--- src/rtl/kgp_boot_pkg.sv ---
// Shared definitions for the KGP boot loader: loader states, word geometry
// and the running-checksum step applied to every data byte of a frame.
package kgp_boot_pkg;

    localparam int BYTES_PER_WORD = 4;

    localparam logic [2:0] ST_LEN_C   = 3'd0;
    localparam logic [2:0] ST_DATA_C  = 3'd1;
    localparam logic [2:0] ST_SUM_C   = 3'd2;
    localparam logic [2:0] ST_HOLD_C  = 3'd3;
    localparam logic [2:0] ST_RUN_C   = 3'd4;
    localparam logic [2:0] ST_ERROR_C = 3'd5;

    typedef enum logic [2:0] {
        ST_LEN   = ST_LEN_C,
        ST_DATA  = ST_DATA_C,
        ST_SUM   = ST_SUM_C,
        ST_HOLD  = ST_HOLD_C,
        ST_RUN   = ST_RUN_C,
        ST_ERROR = ST_ERROR_C
    } boot_state_e;

    function automatic logic [7:0] checksum_step(input logic [7:0] acc,
                                                 input logic [7:0] data);
        return acc ^ data;
    endfunction

endpackage

--- src/rtl/kgp_boot_loader_packer.sv ---
// Byte-to-word packer: keeps the last three bytes of the current word and
// presents the completed big-endian word combinationally with its 4th byte.
module boot_word_packer
    import kgp_boot_pkg::*;
(
    input  logic                          clk_i,
    input  logic                          rst_ni,
    input  logic [7:0]                    byte_in_i,
    input  logic                          byte_vld_i,
    input  logic                          clear_i,
    output logic [8*BYTES_PER_WORD-1:0]   word_out_o,
    output logic                          word_vld_o
);

    localparam int LANES = BYTES_PER_WORD - 1;
    localparam int CNT_W = $clog2(BYTES_PER_WORD);
    localparam logic [CNT_W-1:0] CNT_LAST = CNT_W'(BYTES_PER_WORD - 1);
    localparam logic [CNT_W-1:0] CNT_ONE  = CNT_W'(1);

    logic [8*LANES-1:0] shift_q;
    logic [8*LANES-1:0] shift_d;
    logic [CNT_W-1:0]   cnt_q;
    logic [CNT_W-1:0]   cnt_d;

    // Lane 0 holds the newest byte; older bytes move toward the MSB end.
    generate
        for (genvar gi = 0; gi < LANES; gi++) begin : g_lane
            if (gi == 0) begin : g_head
                assign shift_d[7:0] = byte_in_i;
            end else begin : g_tail
                assign shift_d[8*gi +: 8] = shift_q[8*(gi-1) +: 8];
            end
        end
    endgenerate

    always_comb begin
        cnt_d = cnt_q;
        if (clear_i) begin
            cnt_d = '0;
        end else if (byte_vld_i) begin
            cnt_d = cnt_q + CNT_ONE;
        end
    end

    always_ff @(posedge clk_i or negedge rst_ni) begin
        if (!rst_ni) begin
            shift_q <= '0;
            cnt_q   <= '0;
        end else begin
            cnt_q <= cnt_d;
            if (clear_i) begin
                shift_q <= '0;
            end else if (byte_vld_i) begin
                shift_q <= shift_d;
            end
        end
    end

    assign word_out_o = {shift_q, byte_in_i};
    assign word_vld_o = byte_vld_i && (cnt_q == CNT_LAST);

endmodule

--- src/rtl/kgp_boot_loader.sv ---
// Boot loader for the KGP_RISC core: receives a LEN/DATA/SUM byte frame,
// writes the packed words to instruction memory and releases the core only
// after the checksum matches.
module kgp_boot_loader
    import kgp_boot_pkg::*;
#(
    parameter int ADDR_W      = 5,
    parameter int HOLD_CYCLES = 2
) (
    input  logic              clk_i,
    input  logic              rst_ni,
    input  logic              rx_valid_i,
    input  logic [7:0]        rx_data_i,
    output logic              rx_ready_o,
    input  logic              reload_i,
    output logic              imem_we_o,
    output logic [ADDR_W-1:0] imem_addr_o,
    output logic [31:0]       imem_wdata_o,
    output logic              cpu_reset_o,
    output logic              load_done_o,
    output logic              load_err_o
);

    localparam int DEPTH  = 2 ** ADDR_W;
    localparam int WCNT_W = ADDR_W + 1;
    localparam int HOLD_W = (HOLD_CYCLES > 1) ? $clog2(HOLD_CYCLES) : 1;
    localparam logic [WCNT_W-1:0] WORD_ONE  = WCNT_W'(1);
    localparam logic [HOLD_W-1:0] HOLD_ONE  = HOLD_W'(1);
    localparam logic [HOLD_W-1:0] HOLD_LAST = HOLD_W'(HOLD_CYCLES - 1);

    boot_state_e       state_q, state_d;
    logic [WCNT_W-1:0] n_q, n_d;
    logic [WCNT_W-1:0] word_cnt_q, word_cnt_d;
    logic [HOLD_W-1:0] hold_cnt_q, hold_cnt_d;
    logic [7:0]        xor_q, xor_d;

    logic              rx_ready_q, rx_ready_d;
    logic              imem_we_q, imem_we_d;
    logic [ADDR_W-1:0] imem_addr_q, imem_addr_d;
    logic [31:0]       imem_wdata_q, imem_wdata_d;
    logic              cpu_reset_q, cpu_reset_d;
    logic              load_done_q, load_done_d;
    logic              load_err_q, load_err_d;

    logic              byte_acc;
    logic              len_ok;
    logic              last_word;
    logic              pk_byte_vld;
    logic              pk_clear;
    logic [31:0]       pk_word;
    logic              pk_word_vld;

    assign byte_acc    = rx_valid_i && rx_ready_q;
    assign len_ok      = (rx_data_i != 8'd0) && (int'(rx_data_i) <= DEPTH);
    assign last_word   = ((word_cnt_q + WORD_ONE) == n_q);
    // A reload in the same cycle as an accepted byte wins; the byte is dropped.
    assign pk_byte_vld = byte_acc && (state_q == ST_DATA) && !reload_i;
    assign pk_clear    = reload_i || (byte_acc && (state_q == ST_LEN));

    boot_word_packer u_packer (
        .clk_i      (clk_i),
        .rst_ni     (rst_ni),
        .byte_in_i  (rx_data_i),
        .byte_vld_i (pk_byte_vld),
        .clear_i    (pk_clear),
        .word_out_o (pk_word),
        .word_vld_o (pk_word_vld)
    );

    always_comb begin
        state_d    = state_q;
        n_d        = n_q;
        word_cnt_d = word_cnt_q;
        hold_cnt_d = hold_cnt_q;
        xor_d      = xor_q;

        if (reload_i) begin
            state_d    = ST_LEN;
            n_d        = '0;
            word_cnt_d = '0;
            hold_cnt_d = '0;
            xor_d      = '0;
        end else begin
            case (state_q)
                ST_LEN: begin
                    if (byte_acc) begin
                        if (len_ok) begin
                            n_d        = WCNT_W'(rx_data_i);
                            word_cnt_d = '0;
                            xor_d      = '0;
                            state_d    = ST_DATA;
                        end else begin
                            state_d = ST_ERROR;
                        end
                    end
                end
                ST_DATA: begin
                    if (byte_acc) begin
                        xor_d = checksum_step(xor_q, rx_data_i);
                        if (pk_word_vld) begin
                            word_cnt_d = word_cnt_q + WORD_ONE;
                            if (last_word) begin
                                state_d = ST_SUM;
                            end
                        end
                    end
                end
                ST_SUM: begin
                    if (byte_acc) begin
                        hold_cnt_d = '0;
                        state_d    = (rx_data_i == xor_q) ? ST_HOLD : ST_ERROR;
                    end
                end
                ST_HOLD: begin
                    if (hold_cnt_q == HOLD_LAST) begin
                        state_d = ST_RUN;
                    end else begin
                        hold_cnt_d = hold_cnt_q + HOLD_ONE;
                    end
                end
                ST_RUN, ST_ERROR: begin
                    state_d = state_q;
                end
                default: begin
                    state_d = ST_LEN;
                end
            endcase
        end

        // Every output is a function of the next state so it is registered.
        rx_ready_d   = (state_d == ST_LEN) || (state_d == ST_DATA) || (state_d == ST_SUM);
        imem_we_d    = pk_word_vld;
        imem_addr_d  = imem_addr_q;
        imem_wdata_d = imem_wdata_q;
        if (pk_word_vld) begin
            imem_addr_d  = word_cnt_q[ADDR_W-1:0];
            imem_wdata_d = pk_word;
        end
        cpu_reset_d = (state_d != ST_RUN);
        load_done_d = (state_d == ST_RUN);
        load_err_d  = (state_d == ST_ERROR);
    end

    always_ff @(posedge clk_i or negedge rst_ni) begin
        if (!rst_ni) begin
            state_q      <= ST_LEN;
            n_q          <= '0;
            word_cnt_q   <= '0;
            hold_cnt_q   <= '0;
            xor_q        <= '0;
            rx_ready_q   <= 1'b0;
            imem_we_q    <= 1'b0;
            imem_addr_q  <= '0;
            imem_wdata_q <= '0;
            cpu_reset_q  <= 1'b1;
            load_done_q  <= 1'b0;
            load_err_q   <= 1'b0;
        end else begin
            state_q      <= state_d;
            n_q          <= n_d;
            word_cnt_q   <= word_cnt_d;
            hold_cnt_q   <= hold_cnt_d;
            xor_q        <= xor_d;
            rx_ready_q   <= rx_ready_d;
            imem_we_q    <= imem_we_d;
            imem_addr_q  <= imem_addr_d;
            imem_wdata_q <= imem_wdata_d;
            cpu_reset_q  <= cpu_reset_d;
            load_done_q  <= load_done_d;
            load_err_q   <= load_err_d;
        end
    end

    assign rx_ready_o   = rx_ready_q;
    assign imem_we_o    = imem_we_q;
    assign imem_addr_o  = imem_addr_q;
    assign imem_wdata_o = imem_wdata_q;
    assign cpu_reset_o  = cpu_reset_q;
    assign load_done_o  = load_done_q;
    assign load_err_o   = load_err_q;

endmodule

--- config.mk ---
export PLATFORM = sky130hd
export DESIGN_NAME = kgp_boot_loader
export DESIGN_NICKNAME = d
export VERILOG_FILES = /design/src/rtl/kgp_boot_pkg.sv /design/src/rtl/kgp_boot_loader_packer.sv /design/src/rtl/kgp_boot_loader.sv
export SDC_FILE = /design/constraint.sdc
export NUM_CORES = 1
export LEC_CHECK = 0
export ABC_CLOCK_PERIOD_IN_PS = 3000
export CAP_MARGIN = 20
export CORE_MARGIN = 3
export CORE_UTILIZATION = 45
export CTS_CLUSTER_SIZE = 12
export DETAILED_ROUTE_END_ITERATION = 16
export PLACE_DENSITY_LB_ADDON = 0.08
export SETUP_SLACK_MARGIN = 0.5
export SYNTH_ARGS = -nofsm -noshare
export SYNTH_HDL_FRONTEND = slang
export SYNTH_SLANG_ARGS = --single-unit
--- constraint.sdc ---
create_clock -name clk_i -period 3 [get_ports clk_i]
set_input_delay 0.6 -clock clk_i [delete_from_list [all_inputs] [get_ports clk_i]]
set_output_delay 0.6 -clock clk_i [all_outputs]
set_load 0.005 [all_outputs]
* Yosys cells after proc, flatten, opt, wreduce, memory -nomap -nowiden
Index checks and enable logic that the tools add are counted.
** Cells by class
- Add/subtract/negate cells :: 3
- Multipliers :: 0
- Div/mod/pow operators :: 0
- Order comparisons :: 1
- Eq/ne operators :: 18
- Shift operators :: 0
- Multiplexer cells :: 33
- Bitwise logic cells :: 1
- Reduce and logical (&&, ||, !) cells :: 24
** Operators with widths (number)
- 2-to-1 mux 6 bit :: 9
- 2-to-1 mux 24 bit :: 2
- 2-to-1 mux 8 bit :: 4
- 2-to-1 mux 3 bit :: 9
- inequality test 3 bit, second input constant :: 6
- one-hot mux 8 bit (2 select lines) :: 1
- one-hot mux 3 bit (5 select lines) :: 1
- == test 3 bit, second input constant :: 4
- one-hot mux 6 bit (2 select lines) :: 1
- == test 3 x 2 -> 1 bit, second input constant :: 3
- == test 8 bit :: 1
- <= comparator 8 x 6 -> 1 bit, second input constant :: 1
- nonzero test 2 bit :: 4
- nonzero test 8 bit :: 1
- XOR 8 bit :: 1
- adder 6 x 1 -> 6 bit, second input constant :: 1
- == test 3 x 1 -> 1 bit, second input constant :: 2
- == test 6 bit :: 1
- logical AND 1 bit :: 6
- logical NOT 3 bit :: 2
- nonzero test 3 bit :: 2
- AND reduction 5 bit :: 1
- 2-to-1 mux 2 bit :: 2
- AND reduction 4 bit :: 1
- other kinds (10) :: 14
** Word-level totals
- Register bits after elaboration :: 92
- Bits in latches :: 0
- Bits in writable memories :: 0
- Bits in read-only memories :: 0
- Input bits :: 12
- Output and inout bits :: 42
- Word-level logic and storage cells :: 94
- Memories kept :: 0

* Depth between registers and ports, before layout
- Depth in word-level cells :: 11
- Mapped depth :: 9
- Depth with buffers taken out :: 8

* Modules after synthesis
Synthesis repeated with hierarchy kept, for this count alone.
** Second synthesis, totals
- Cells, all modules :: 346
- Area total of the unflattened synthesis :: 4129.0 µm²
** Modules (own cells, without submodules)
- kgp_boot_loader :: times used 1, cells an instance 252, area an instance 2975.4 µm², sequential area each 1652.8 µm²
- boot_word_packer :: times used 1, cells an instance 94, area an instance 1153.6 µm², sequential area each 650.6 µm²

* Worst setup path after synthesis
OpenSTA, ideal clock, no wires.
- Kind :: input -> register
- From :: input port rx_data_i[3]
- To :: register load_done_q, in the netlist load_done_o
- Library setup time :: 0.119 ns
- Arrival time :: 2.146 ns
- Required time :: 2.881 ns
- Path slack :: 0.735 ns
- Cell stages on the path :: 6
- Path buffers :: 0
- Cell sequence :: or4_1 > o21a_1 > nor4_4 > or3b_1 > a21oi_2 > and2_1
** Between the ends
- Longest elaborated chain between the ends :: 7
- Elaborated cells between the ends (all ways) :: 11
- Those cells by class :: order compare: 1; eq/ne: 2; mux: 6; reduce/logical: 2
** RTL lines
- start, declared :: line kgp_boot_loader.sv:13 : input logic [7:0] rx_data_i,
- <= comparator 8 x 6 -> 1 bit or nonzero test 8 bit (tied branches) :: line kgp_boot_loader.sv:54 : assign len_ok = (rx_data_i != 8'd0) && (int'(rx_data_i) <= DEPTH);
- logical AND 1 bit :: line kgp_boot_loader.sv:54
- 2-to-1 mux 3 bit :: line kgp_boot_loader.sv:87 : if (len_ok) begin
- 2-to-1 mux 3 bit :: line kgp_boot_loader.sv:86 : if (byte_acc) begin
- one-hot mux 3 bit (5 select lines) * :: line kgp_boot_loader.sv:84 : case (state_q)
- 2-to-1 mux 3 bit * :: line kgp_boot_loader.sv:77 : if (reload_i) begin
- net state_d[2] :: line kgp_boot_loader.sv:31 : boot_state_e state_q, state_d;
- == test 3 bit * :: line kgp_boot_loader.sv:140 : load_done_d = (state_d == ST_RUN);
- net load_done_d :: line kgp_boot_loader.sv:42 : logic load_done_q, load_done_d;
- end signal, assigned :: line kgp_boot_loader.sv:169 : load_done_q <= load_done_d;
- end, declared :: line kgp_boot_loader.sv:42
The timed path passes the listed nets; every way through them passes the cells marked *.
A chain may end at the register's enable or synchronous reset.

* Worst setup path after layout
Ends and elaborated chain as after synthesis.

==> summary.txt <==
Outcome
  • Status: finished clean

Worst setup path
  • Stages on worst setup path: 7
  • RR Endpoint: load_err_o
  • Critical path's top delay family: simple AND/OR/NAND/NOR gates
  • Worst r2r path cells: 8
  • FF-to-FF Start: state_q[1]
  • Setup CP Type: in -> reg
  • Critical-path top delay cell: or4_4
  • CP required: roughly 3300 ps
  • Crit. End Element: flip-flop
  • CP Launch Type: primary input
  • CP peak stage delay: between 500 and 600 ps
  • FF-to-FF setup slack: between 700 and 800 ps
  • CP Cell Sequence: clkdlybuf4s50_1 -> or4_4 -> nor3_4 -> nor4_4 -> or3b_1 -> a21oi_4 -> and2_1
  • CP max FO: 5
  • Critical path buffers and inverters: 1
  • Critical Path AT: roughly 2700 ps

Yosys
  • Prevailing post-synth register cell: dfrtp_1
  • Ys async rst share: 1.00
  • Synthesized area per cell: a little under 10 µm²
  • Yosys warns: 0
  • Synthesis-stage register bit count: between 90 and 100
  • Cell count after synthesis: about 410
  • Net Count, Synth: ~420
  • Post-synth EDFFs: 0
  • Register area share after synthesis: 0.583
  • Yosys cell types: 45
  • Cell Area, Synth: just under 4000 µm²

Finish
  • Most frequent cells in the layout: nand2_1 (143), dfrtp_1 (90), clkdlybuf4s50_1 (52)
  • Util after Layout: 0.584
  • Fin nets: 478
  • Finished Layout Cells: between 500 and 600
  • Layout cells sized above 1: 0.109
  • N_diodes: 0
  • Design area: roughly 4900 µm²
  • Area Overhead vs Synth: 24.0%
  • Commonest non-fill, non-tap cell in the layout: nand2_1

CTS
  • Worst-skew pair later-pin latency: about 360 ps
  • H-Tree Depth: 3
  • Max Root-Sink Buffers: 2
  • CTS tree: yes
  • CTS Buf Count: 9
  • Clock-pin slew on the worst setup and hold paths: around 100 ps
  • Clock sink total: just over 90
  • # hold bufs at CTS: 0
  • Clk root buf: clkbuf_8

Detailed routing
  • Wirelength per Cell: around 15 µm
  • DRT iter0 DRCs: ~110
  • Post-route ant nets: 0
  • Vias: around 3000
  • DRT Pass-1 Iters: 4
  • Remaining DRCs: 0
  • Final wirelength: 8.59 mm
  • Post-DR vias/cell: ~5.2

STA
  • Setup Skew: 9.02 ps
  • Fmax: 0.412 GHz
  • Headroom to the max-slew limit: 0.545
  • Final slew viol count: 0
  • RSZ-0062 raised after global routing: false
  • Setup violations, final: 0
  • Fin. Hold Viols: 0
  • Setup tns final: 0 ps
  • Fin crit share: 0.810
  • Tightest Pin Transition: roughly 680 ps
  • Tmin final: 2430 ps

Floorplan
  • Core Box Area: ~8400 µm²
  • Initial core utilization: 0.471
  • Die area: 9940 µm²
  • Chip Width: about 100 µm
  • Placement Rows: 33
  • Die H: ~100 µm
  • # IOs: between 50 and 60

Pwr
  • Switching share of power: 0.275
  • Net Switching: 0.633 mW
  • Clock power frac: 0.353
  • Int Pwr: roughly 1.7 mW
  • Sequential share of power: 0.557
  • Worst IR Drop VDD: roughly 0.00026 V
  • Lkg Pwr: 2.31 nW
  • Comb power frac: 0.091
  • Power density over the cells: around 470 nW/µm²

Global route
  • Largest net degree at the start of global routing: 58
  • GR Overflow Total: 0
  • Initial antenna violation count: 0
  • First-pass GRT wire length: around 15 mm
  • Vias in the first global route: 3061
  • Total Routing Usage GR: 0.190

Placement
  • Placement Cell Area: approximately 4600 µm²
  • Placed Cells: 557
  • Final HPWL DP: around 5.7 mm
  • Routability cong.: 0.803
  • Buffers added on ports: 53

Min path
  • Hold crit path type: in -> async

Job
  • Max Cap Viol: 0
## worst max-delay path by stage
stage | slack [ps] | endpoint | from
final | 570 | load_done_o | rx_data_i[3]
after global routing | 490 | load_done_o | rx_data_i[3]
after CTS | 510 | word_cnt_q[1] | rx_data_i[3]
after detailed placement | 120 | word_cnt_q[1] | rx_data_i[3]
after global placement | 150 | word_cnt_q[0] | rx_data_i[3]
after floorplan | 730 | load_done_o | rx_data_i[3]
## flip-flops by register name, indices dropped and copies added (netlist names)
signal,cells
cpu_reset_o,1
hold_cnt_q,1
imem_addr_o,5
imem_wdata_o,32
imem_we_o,1
load_done_o,1
load_err_o,1
n_q,6
rx_ready_o,1
state_q,3
u_packer.cnt_q,2
u_packer.shift_q,24
word_cnt_q,6
xor_q,8
## metal layers
metal,GRT usage,share of wire
met1,0.280,0.49
met5,0,0
met4,0.0725,0.018
met2,0.277,0.45
met3,0.0351,0.043
## Yosys cell counts (3+ instances only)
cell,n,area [µm²]
a21o_1,3,22.5
a21oi_1,16,80.1
a22o_1,17,149
and2_1,3,18.8
clkbuf_1,18,67.6
dfrtp_1,91,2280
inv_1,3,11.3
nand2_1,144,541
nand2b_1,8,50.1
nand3_1,13,65.1
nand3b_1,3,22.5
nor2_1,11,41.3
nor3_1,3,15.0
o21ai_0,20,100
o22ai_1,4,25.0
xnor2_1,12,105
xor2_1,3,26.3
## worst register-to-register path, stage by stage (launching register included)
cell and delay [ps]:
dfrtp_2 510, nand4bb_4 280, nor3b_4 260, nand2_2 90, inv_2 60, nand3_1 70, or4_4 560, a21o_1 220
and2_1 130
## cell families after synthesis
group	count (synthesis)	share of synthesized area
simple gates	202	0.234
mux	1	0.00285
compound gates	71	0.117
fa+ha+maj	2	0.00634
xor+xnor	15	0.0333
buf+inv	24	0.0231
flops	92	0.583
## power by group through the flow
| stage | clock network (mW) | registers (mW) | logic [mW] |
|---|---|---|---|
| 2_1_floorplan | 0 | 1.30 | 0.108 |
| 3_3_place_gp | 0 | 1.31 | 0.193 |
| 3_5_place_dp | 0 | 1.31 | 0.196 |
| 4_1_cts | 0.839 | 1.28 | 0.197 |
| 5_1_grt | 0.888 | 1.29 | 0.232 |
| 6_report | 0.812 | 1.28 | 0.208 |
## what timing repair did
| action | in CTS | in global routing |
|---|---|---|
| endpoints found under the setup margin | 0 | 17 |
| gates resized for setup | 0 | 13 |
| setup buffers | 0 | 1 |
## layout make-up
| class | instances | area (µm²) |
|---|---|---|
| Clock buffer | 9 | 124 |
| Clock inverter | 7 | 71.3 |
| Fill cell | 755 | 3490 |
| Inverter | 4 | 15.0 |
| Multi-Input combinational cell | 291 | 1610 |
| Sequential cell | 92 | 2300 |
| Tap cell | 105 | 131 |
| Timing Repair Buffer | 66 | 638 |
## per-stage QoR
stage / worst slack, ps / power, mW / hold WS (ps)
global route: 487 / 2.41 / 193
floorplan: 735 / 1.40 / 304
CTS: 507 / 2.32 / 184
detailed placement: 118 / 1.50 / 461
finish: 571 / 2.30 / 183
global placement: 155 / 1.50 / 457
Power figures use the tool's default switching activity.
